**src/rtl/instr_field_encoder_if.sv**
```systemverilog
// Handshake and bundle signals for the instruction field encoder.
// The slave side is the encoder; the master side drives bundles and consumes instructions.
interface instr_field_encoder_if #(
  parameter int CNT_W = 16
);
  logic             in_valid;
  logic             in_ready;
  logic             RegWrite;
  logic             ALUSrc;
  logic             MemWrite;
  logic             ResultSrc;
  logic             Branch;
  logic [2:0]       ALUControl;
  logic             out_valid;
  logic             out_ready;
  logic [1:0]       tipo;
  logic [1:0]       op;
  logic             Inm;
  logic             illegal;
  logic [CNT_W-1:0] issued_count;
  logic [CNT_W-1:0] illegal_count;

  modport slave (
    input  in_valid, RegWrite, ALUSrc, MemWrite, ResultSrc, Branch, ALUControl, out_ready,
    output in_ready, out_valid, tipo, op, Inm, illegal, issued_count, illegal_count
  );

  modport master (
    output in_valid, RegWrite, ALUSrc, MemWrite, ResultSrc, Branch, ALUControl, out_ready,
    input  in_ready, out_valid, tipo, op, Inm, illegal, issued_count, illegal_count
  );
endinterface

```
**src/rtl/instr_field_encoder.sv**
```systemverilog
// Encodes a control-signal bundle back into {tipo, op, Inm} and issues it through a small FIFO.
// Illegal bundles are dropped, pulsed on illegal and counted with saturation.
module instr_field_encoder #(
  parameter int DEPTH = 4,
  parameter int CNT_W = 16
) (
  input logic                 clk,
  input logic                 rst,
  instr_field_encoder_if.slave bus
);
  localparam int AW = $clog2(DEPTH);

  typedef logic [AW:0] ptr_t;

  // Bundle layout: {RegWrite, ALUSrc, MemWrite, ResultSrc, Branch, ALUControl[2:0]}.
  // Result layout: {legal, tipo[1:0], op[1:0], Inm}.
  function automatic logic [5:0] encode_bundle(input logic [7:0] b);
    logic [5:0] r;
    r = 6'b000000;
    casez (b)
      8'b1?000000: r = {1'b1, 2'b00, 2'b00, b[6]};
      8'b1?000001: r = {1'b1, 2'b00, 2'b01, b[6]};
      8'b11010000: r = {1'b1, 2'b01, 2'b01, 1'b0};
      8'b01100000: r = {1'b1, 2'b01, 2'b10, 1'b0};
      8'b0?001000: r = {1'b1, 2'b10, 2'b00, 1'b0};
      8'b0?000001: r = {1'b1, 2'b10, 2'b10, b[6]};
      default:     r = 6'b000000;
    endcase
    return r;
  endfunction

  logic [4:0]       mem_r [DEPTH];
  ptr_t             wr_ptr_r;
  ptr_t             rd_ptr_r;
  logic             in_ready_r;
  logic             out_valid_r;
  logic             illegal_r;
  logic [4:0]       head_r;
  logic [CNT_W-1:0] issued_count_r;
  logic [CNT_W-1:0] illegal_count_r;

  logic [7:0] bundle_s;
  logic [5:0] enc_s;
  logic       accept_s;
  logic       push_s;
  logic       pop_s;
  ptr_t       wr_next_s;
  ptr_t       rd_next_s;
  logic       full_next_s;
  logic       empty_next_s;
  logic [4:0] head_next_s;

  assign bundle_s = {bus.RegWrite, bus.ALUSrc, bus.MemWrite, bus.ResultSrc, bus.Branch, bus.ALUControl};
  assign enc_s    = encode_bundle(bundle_s);
  assign accept_s = bus.in_valid && in_ready_r;
  assign push_s   = accept_s && enc_s[5];
  assign pop_s    = out_valid_r && bus.out_ready;

  // Next pointers, flags and the head value to present after this edge.
  always_comb begin
    wr_next_s    = push_s ? (wr_ptr_r + ptr_t'(1)) : wr_ptr_r;
    rd_next_s    = pop_s  ? (rd_ptr_r + ptr_t'(1)) : rd_ptr_r;
    full_next_s  = (wr_next_s[AW] != rd_next_s[AW]) && (wr_next_s[AW-1:0] == rd_next_s[AW-1:0]);
    empty_next_s = (wr_next_s == rd_next_s);
    head_next_s  = head_r;
    // The new head may be the entry being written this very cycle.
    if (empty_next_s) begin
      head_next_s = head_r;
    end else if (push_s && (rd_next_s == wr_ptr_r)) begin
      head_next_s = enc_s[4:0];
    end else begin
      head_next_s = mem_r[rd_next_s[AW-1:0]];
    end
  end

  // FIFO storage; contents are only meaningful between the pointers, so no reset needed.
  always_ff @(posedge clk) begin
    if (push_s && !rst) begin
      mem_r[wr_ptr_r[AW-1:0]] <= enc_s[4:0];
    end
  end

  // Pointers, registered handshake flags, head register, pulse and counters.
  always_ff @(posedge clk) begin
    if (rst) begin
      wr_ptr_r        <= '0;
      rd_ptr_r        <= '0;
      in_ready_r      <= 1'b1;
      out_valid_r     <= 1'b0;
      illegal_r       <= 1'b0;
      head_r          <= 5'b00000;
      issued_count_r  <= '0;
      illegal_count_r <= '0;
    end else begin
      wr_ptr_r    <= wr_next_s;
      rd_ptr_r    <= rd_next_s;
      in_ready_r  <= !full_next_s;
      out_valid_r <= !empty_next_s;
      illegal_r   <= accept_s && !enc_s[5];
      head_r      <= head_next_s;
      if (pop_s) begin
        issued_count_r <= issued_count_r + {{(CNT_W-1){1'b0}}, 1'b1};
      end
      if (accept_s && !enc_s[5] && (illegal_count_r != {CNT_W{1'b1}})) begin
        illegal_count_r <= illegal_count_r + {{(CNT_W-1){1'b0}}, 1'b1};
      end
    end
  end

  assign bus.in_ready      = in_ready_r;
  assign bus.out_valid     = out_valid_r;
  assign bus.tipo          = head_r[4:3];
  assign bus.op            = head_r[2:1];
  assign bus.Inm           = head_r[0];
  assign bus.illegal       = illegal_r;
  assign bus.issued_count  = issued_count_r;
  assign bus.illegal_count = illegal_count_r;
endmodule
```
**src/flat_wrapper.sv**
```systemverilog
// flat-port wrapper written by rule: the top's interface ports become plain ports
module instr_field_encoder_flat 
#(
  parameter int DEPTH = 4,
  parameter int CNT_W = 16
)
  (clk, rst, bus_in_valid, bus_RegWrite, bus_ALUSrc, bus_MemWrite, bus_ResultSrc, bus_Branch, bus_ALUControl, bus_out_ready, bus_in_ready, bus_out_valid, bus_tipo, bus_op, bus_Inm, bus_illegal, bus_issued_count, bus_illegal_count);
  instr_field_encoder_if #(.CNT_W(CNT_W)) bus_i ();
  input logic clk;
  input logic rst;
  input wire logic [$bits(bus_i.in_valid)-1:0] bus_in_valid;
  input wire logic [$bits(bus_i.RegWrite)-1:0] bus_RegWrite;
  input wire logic [$bits(bus_i.ALUSrc)-1:0] bus_ALUSrc;
  input wire logic [$bits(bus_i.MemWrite)-1:0] bus_MemWrite;
  input wire logic [$bits(bus_i.ResultSrc)-1:0] bus_ResultSrc;
  input wire logic [$bits(bus_i.Branch)-1:0] bus_Branch;
  input wire logic [$bits(bus_i.ALUControl)-1:0] bus_ALUControl;
  input wire logic [$bits(bus_i.out_ready)-1:0] bus_out_ready;
  output wire logic [$bits(bus_i.in_ready)-1:0] bus_in_ready;
  output wire logic [$bits(bus_i.out_valid)-1:0] bus_out_valid;
  output wire logic [$bits(bus_i.tipo)-1:0] bus_tipo;
  output wire logic [$bits(bus_i.op)-1:0] bus_op;
  output wire logic [$bits(bus_i.Inm)-1:0] bus_Inm;
  output wire logic [$bits(bus_i.illegal)-1:0] bus_illegal;
  output wire logic [$bits(bus_i.issued_count)-1:0] bus_issued_count;
  output wire logic [$bits(bus_i.illegal_count)-1:0] bus_illegal_count;
  assign bus_i.in_valid = bus_in_valid;
  assign bus_i.RegWrite = bus_RegWrite;
  assign bus_i.ALUSrc = bus_ALUSrc;
  assign bus_i.MemWrite = bus_MemWrite;
  assign bus_i.ResultSrc = bus_ResultSrc;
  assign bus_i.Branch = bus_Branch;
  assign bus_i.ALUControl = bus_ALUControl;
  assign bus_i.out_ready = bus_out_ready;
  assign bus_in_ready = bus_i.in_ready;
  assign bus_out_valid = bus_i.out_valid;
  assign bus_tipo = bus_i.tipo;
  assign bus_op = bus_i.op;
  assign bus_Inm = bus_i.Inm;
  assign bus_illegal = bus_i.illegal;
  assign bus_issued_count = bus_i.issued_count;
  assign bus_illegal_count = bus_i.illegal_count;
  instr_field_encoder #(.DEPTH(DEPTH), .CNT_W(CNT_W)) u_core (.clk(clk), .rst(rst), .bus(bus_i));
endmodule
```
**config.mk**
```make
export PLATFORM = sky130hd
export DESIGN_NAME = instr_field_encoder_flat
export DESIGN_NICKNAME = d
export VERILOG_FILES = /design/src/rtl/instr_field_encoder_if.sv /design/src/rtl/instr_field_encoder.sv /design/src/flat_wrapper.sv
export SDC_FILE = /design/constraint.sdc
export NUM_CORES = 1
export LEC_CHECK = 0
export ABC_AREA = 1
export CAP_MARGIN = 15
export CORE_MARGIN = 2
export CORE_UTILIZATION = 58
export CTS_CLUSTER_SIZE = 16
export DETAILED_ROUTE_END_ITERATION = 7
export PLACE_DENSITY = 0.85
export SYNTH_ARGS = -nofsm -noshare
export SYNTH_HDL_FRONTEND = slang
export SYNTH_SLANG_ARGS = --single-unit
```
**constraint.sdc**
```tcl
create_clock -name clk -period 4.3 [get_ports clk]
set_input_delay 1.29 -clock clk [delete_from_list [all_inputs] [get_ports clk]]
set_output_delay 1.29 -clock clk [all_outputs]
set_load 0.005 [all_outputs]
```
# After elaboration in Yosys (flattened, before gate mapping)

Memories as Yosys holds them, arrays and structs flattened.
Index checks and enable logic that the tools add are counted.

Memory bits (writable): 20
Memories: 1
Register bits: 46
Input bits: 12
Output and inout bits: 40
Logic and storage cells: 42

Muxes and demuxes: 6
Reduce and logical (&&, ||, !) cells: 12
Equal/unequal tests: 11
Add/sub/neg operators: 4

Memory list:

| name         | depth | bits a word | rd ports | clocked after Yosys merged registers in | wr ports | RTL line                  | text |
|---|---|---|---|---|---|---|---|
| u_core.mem_r | 4     | 5           | 1        | 0                                       | 1        | instr_field_encoder.sv:32 | `logic [4:0] mem_r [DEPTH];` |

Operator list:

| cell                  | count |
|---|---|
| $pmux 6 s6            | 1 |
| $add 16x1->16 const B | 2 |
| $ne 16x16->1 const B  | 1 |
| $eq 7x7->1 const B    | 2 |
| $eq 8x7->1 const B    | 1 |
| $eq 8x8->1 const B    | 1 |
| $logic_and 1x1->1     | 8 |
| $eq 7x1->1 const B    | 1 |
| $eq 7x4->1 const B    | 1 |
| $add 3x1->3 const B   | 2 |
| $eq 3x3->1            | 2 |
| $mux 3                | 2 |
| $mux 5                | 1 |
| $logic_not 1->1       | 4 |
| $eq 2x2->1            | 1 |
| $mux 1                | 2 |
| $ne 1x1->1            | 1 |

# Longest topological paths before layout

Depth after elaboration: 7
Depth in mapped cells: 15
Depth with buffers taken out: 15

# Worst setup path after synthesis

Ideal clock, no wire load.

Path kind: in2reg
From: in bus_Branch
To: mem u_core.mem_r[0][0], enable pin
Data required time: 3.961 ns
Arrival time: 2.364 ns
Buffers on the path: 0
Stages: 9
Setup time: 0.339 ns
Setup slack: 1.596 ns
Cell sequence: nor2_2 nand2_2 nor2_2 nor2_4 nand3_4 nand2_4 inv_2 nand2_1 nor2_1

Longest elaborated chain between the ends: 6
Elaborated cells on any way between the ends: 11
Those cells by class: 6 x eq/ne; 3 x mux; 2 x reduce/logical

RTL lines:

| what                               | RTL line                  | text |
|---|---|---|
| start, declared                    | flat_wrapper.sv:16        | `input wire logic [$bits(bus_i.Branch)-1:0] bus_Branch;` |
| $eq 8x7->1 (tied with other cells) | instr_field_encoder.sv:20 | `casez (b)` |
| $pmux 6 s6 (*)                     | instr_field_encoder.sv:20 |  |
| $logic_and 1x1->1 (*)              | instr_field_encoder.sv:56 | `assign push_s = accept_s && enc_s[5];` |
| $logic_and 1x1->1 (*)              | instr_field_encoder.sv:78 | `if (push_s && !rst) begin` |
| $mux 1 (*)                         | instr_field_encoder.sv:78 |  |
| $mux 1 (implied by the code) (*)   | instr_field_encoder.sv:79 | `mem_r[wr_ptr_r[AW-1:0]] <= enc_s[4:0];` |
| end, declared                      | instr_field_encoder.sv:32 |  |

Every way passes the cells marked *; elsewhere a longest branch is shown, timed or not.

# Final worst setup path

From: in bus_RegWrite
To: mem u_core.mem_r[0][3], enable pin

Longest elaborated chain between the ends: 6
Elaborated cells on any way between the ends: 11
Those cells by class: 6 x eq/ne; 3 x mux; 2 x reduce/logical

RTL lines:

| what                               | RTL line                  | text |
|---|---|---|
| start, declared                    | flat_wrapper.sv:12        | `input wire logic [$bits(bus_i.RegWrite)-1:0] bus_RegWrite;` |
| $eq 8x7->1 (tied with other cells) | instr_field_encoder.sv:20 |  |
| $pmux 6 s6 (*)                     | instr_field_encoder.sv:20 |  |
| $logic_and 1x1->1 (*)              | instr_field_encoder.sv:56 |  |
| $logic_and 1x1->1 (*)              | instr_field_encoder.sv:78 |  |
| $mux 1 (*)                         | instr_field_encoder.sv:78 |  |
| $mux 1 (implied by the code) (*)   | instr_field_encoder.sv:79 |  |

Marked as above.

==> flow_summary.yaml <==
synthesis:
  synth_top_cell_by_area: "dfxtp_1"
  synth_warnings: 0
  ys_ff_latch: 66
  synth_fp_nets: 452
  synthArstFlopShare_pct: 0
  syn-cell-area_um2: 3374
  synth_common_cells: "nand2_1 (77), inv_1 (69), nor2_1 (55), dfxtp_1 (46), o21ai_0 (24)"
  syn_inst: 433
  syn_area_per_cell_um2: 7.793
  synth_top_area_share_pct: 27.29
  synth_area_leaders: "dfxtp_1 (27%), edfxtp_1 (18%), nand2_1 (8.6%), inv_1 (7.7%), nor2_1 (6.1%)"
  synth_cell_types: 38
  synth_edf_count: 20
  yosysMostFrequentCell: "nand2_1"
  ys.flop_type: "dfxtp_1"
  yosysSeqAreaShare_pct: 45.09
final_layout:
  diodes: 0
  drive_above_1_share_pct: 9.457
  final_core_util_pct: 74.41
  final_cells: 569
  area_growth_pct: 22.91
  nets: 511
critical_path:
  cpPeakStageDelay_ps: 490
  worstPathArrival_ps: 3120
  path_max_fanout: 8
  path_class: "input port to register"
  crit_chain: "clkdlybuf4s50_1 > inv_1 > nor3_1 > nand3_1 > nand3_4 > nand2_4 > inv_2 > nand2_1 > nor2_1"
  cp-end-kind: "register"
  start_kind: "input port"
  crit_slowest_cell: "clkdlybuf4s50_1"
  required_ps: 4290
global_routing:
  antenna_found_initial: 0
  grt.overflow.total: 0
  track_usage_pct: 25.26
  grt_pass1_wl_um: 12480
  grt_pass1_vias: 2889
  grt_max_degree: 29
sta:
  worst_pin_slew_ps: 683.2
  worst_slack_ps: 1178
  fmax_mhz: 320.3
  max-slew-margin-rel_pct: 53.97
  period_share_pct: 72.60
  skew_ps: 9.760
  rsz0062_at_grt: "no"
  setup_tns_ps: 0
  min_period_ps: 3122
  maxSlewViolCount: 0
  setup_viol: 0
  final_hold_viol_count: 0
route:
  wire_per_inst_um: 13.03
  vias_per_cell: 5.406
  firstDrtPassIters: 5
  dr_wl_met3_um: 347
  top_layer: "met4"
  met1_length_um: 3189
  drc: 0
  wirelength_um: 7413
  vias: 3076
  ant_nets: 0
  drtIter0Drc: 126
  routed-wl-met2_um: 3676
clocking:
  postCtsHoldBufs: 0
  ctsHtreeMaxLevel: 3
  cts-root-buf: "clkbuf_8"
  cts.sinks: 66
  clk_latency_ps: 340
  cts_resized: 0
  cts_tree: "done"
  post-cts-setup-buffer-count: 0
  cts_buffers: 9
  clk_path_buf_depth: 2
  clkTransAtPathRegs_ps: 70
floorplan:
  initial_utilization_pct: 60.54
  core-area_um2: 5574
  die_area_um2: 6444
  ios: 52
  dieHeight_um: 80.28
  rows: 27
  fp.dieW_um: 80.28
power_and_ir_drop:
  vdd_drop_max_uv: 202.7
  seq_power_share_pct: 47.7
  p_leak_nw: 1.635
  internal_power_mw: 1.030
  swShare_pct: 27.32
  powerDensity_nw_per_um2: 341.6
  p_total_mw: 1.417
  p_switching_mw: 0.3871
  clockPowerShare_pct: 34.7
  p_comb_share_pct: 17.6
outcome:
  status: "completed"
placed_design:
  place_congestion: 0.8599
  post-place-ws_ps: 836.5
  place_hpwl_um: 5463
  port_buffers: 51
  place_inst: 553
worst_hold_path:
  worstHoldPathType: "register to register"
job:
  drv_cap: 0
-- power by group through the flow --
stage	logic [mW]	clock network, mW	registers (mW)
after CTS	0.249	0.496	0.676
after global routing	0.283	0.520	0.678
after global placement	0.242	0	0.689
final	0.249	0.492	0.675
after detailed placement	0.248	0	0.689
after floorplan	0.159	0	0.688
-- through the flow --
stage	instance area, um^2	hold WS, ps
4_1_cts	4148	492.5
5_1_grt	4148	509.4
3_3_place_gp	3970	466.7
6_report	4148	493.9
2_1_floorplan	3374	460.2
3_5_place_dp	3970	481.8
-- worst paths after layout --
check | endpoint | slack [ps] | startpoint | cells after the start
setup / recovery | u_core.mem_r[0][3] | 1180 | bus_RegWrite | 9
hold / removal | u_core.bus.issued_count[2] | 490 | u_core.bus.issued_count[2] | 2
setup reg to reg | u_core.bus.illegal_count[8] | 2320 | u_core.bus.illegal_count[1] | 10
hold reg to reg | u_core.bus.issued_count[2] | 490 | u_core.bus.issued_count[2] | 2
-- logic make-up after synthesis --
logic type      Yosys count  synth area share (%)
xor+xnor                 10                 2.818
compound gates           61                 9.900
flops                    66                 45.09
simple gates            208                 30.40
fa+ha+maj                 7                 2.595
buf+inv                  81                 9.195
-- layout by cell type (no fill, tap or decap), types with 3 or more instances in the layout --
cell             instances
nor4_1                   4
nand2_4                  3
buf_4                    3
nor2_1                  55
inv_2                    3
o21ai_0                 24
dfxtp_1                 46
nand2_2                  8
nor3_1                  12
nand2_1                 77
o22ai_1                  6
nor2_2                   5
clkbuf_1                 3
nand3_1                 19
nand4_1                 12
clkdlybuf4s50_1         51
a21oi_1                 21
xor2_1                   7
o21ai_1                  4
nor2_4                   4
clkinv_1                 4
ha_1                     7
clkbuf_8                 9
edfxtp_1                20
inv_1                   69
-- state kept, by name, indices dropped and copies added (netlist names) --
name / flops
u_core.head_r: 5
u_core.bus.illegal: 1
u_core.mem_r: 20
u_core.rd_ptr_r: 3
u_core.bus.out_valid: 1
u_core.bus.issued_count: 16
u_core.bus.illegal_count: 16
u_core.bus.in_ready: 1
u_core.wr_ptr_r: 3
-- worst max-delay path: cells and delay by family --
kind,cells,cell delay [ps]
buffers and inverters,3,670
and+or+nand+nor,6,1140
-- layer usage --
metal / up-vias / global-route usage (%)
li1: 1531 / -
met2: 107 / 40.92
met3: 20 / 5.843
met1: 1418 / 30.77
met4: 0 / 14.41
met5: - / 0
-- area by class of cell --
type                       instances  area [um^2]
clock inverter                     4        42.54
timing repair buffer              54        533.0
fill                             397         1426
multi-input combinational        286         1543
inverter                          75        282.8
sequential                        66         1521
clock buffer                      12        135.1
tap                               72        90.09
No activity file was read; power rests on OpenSTA's default activity.
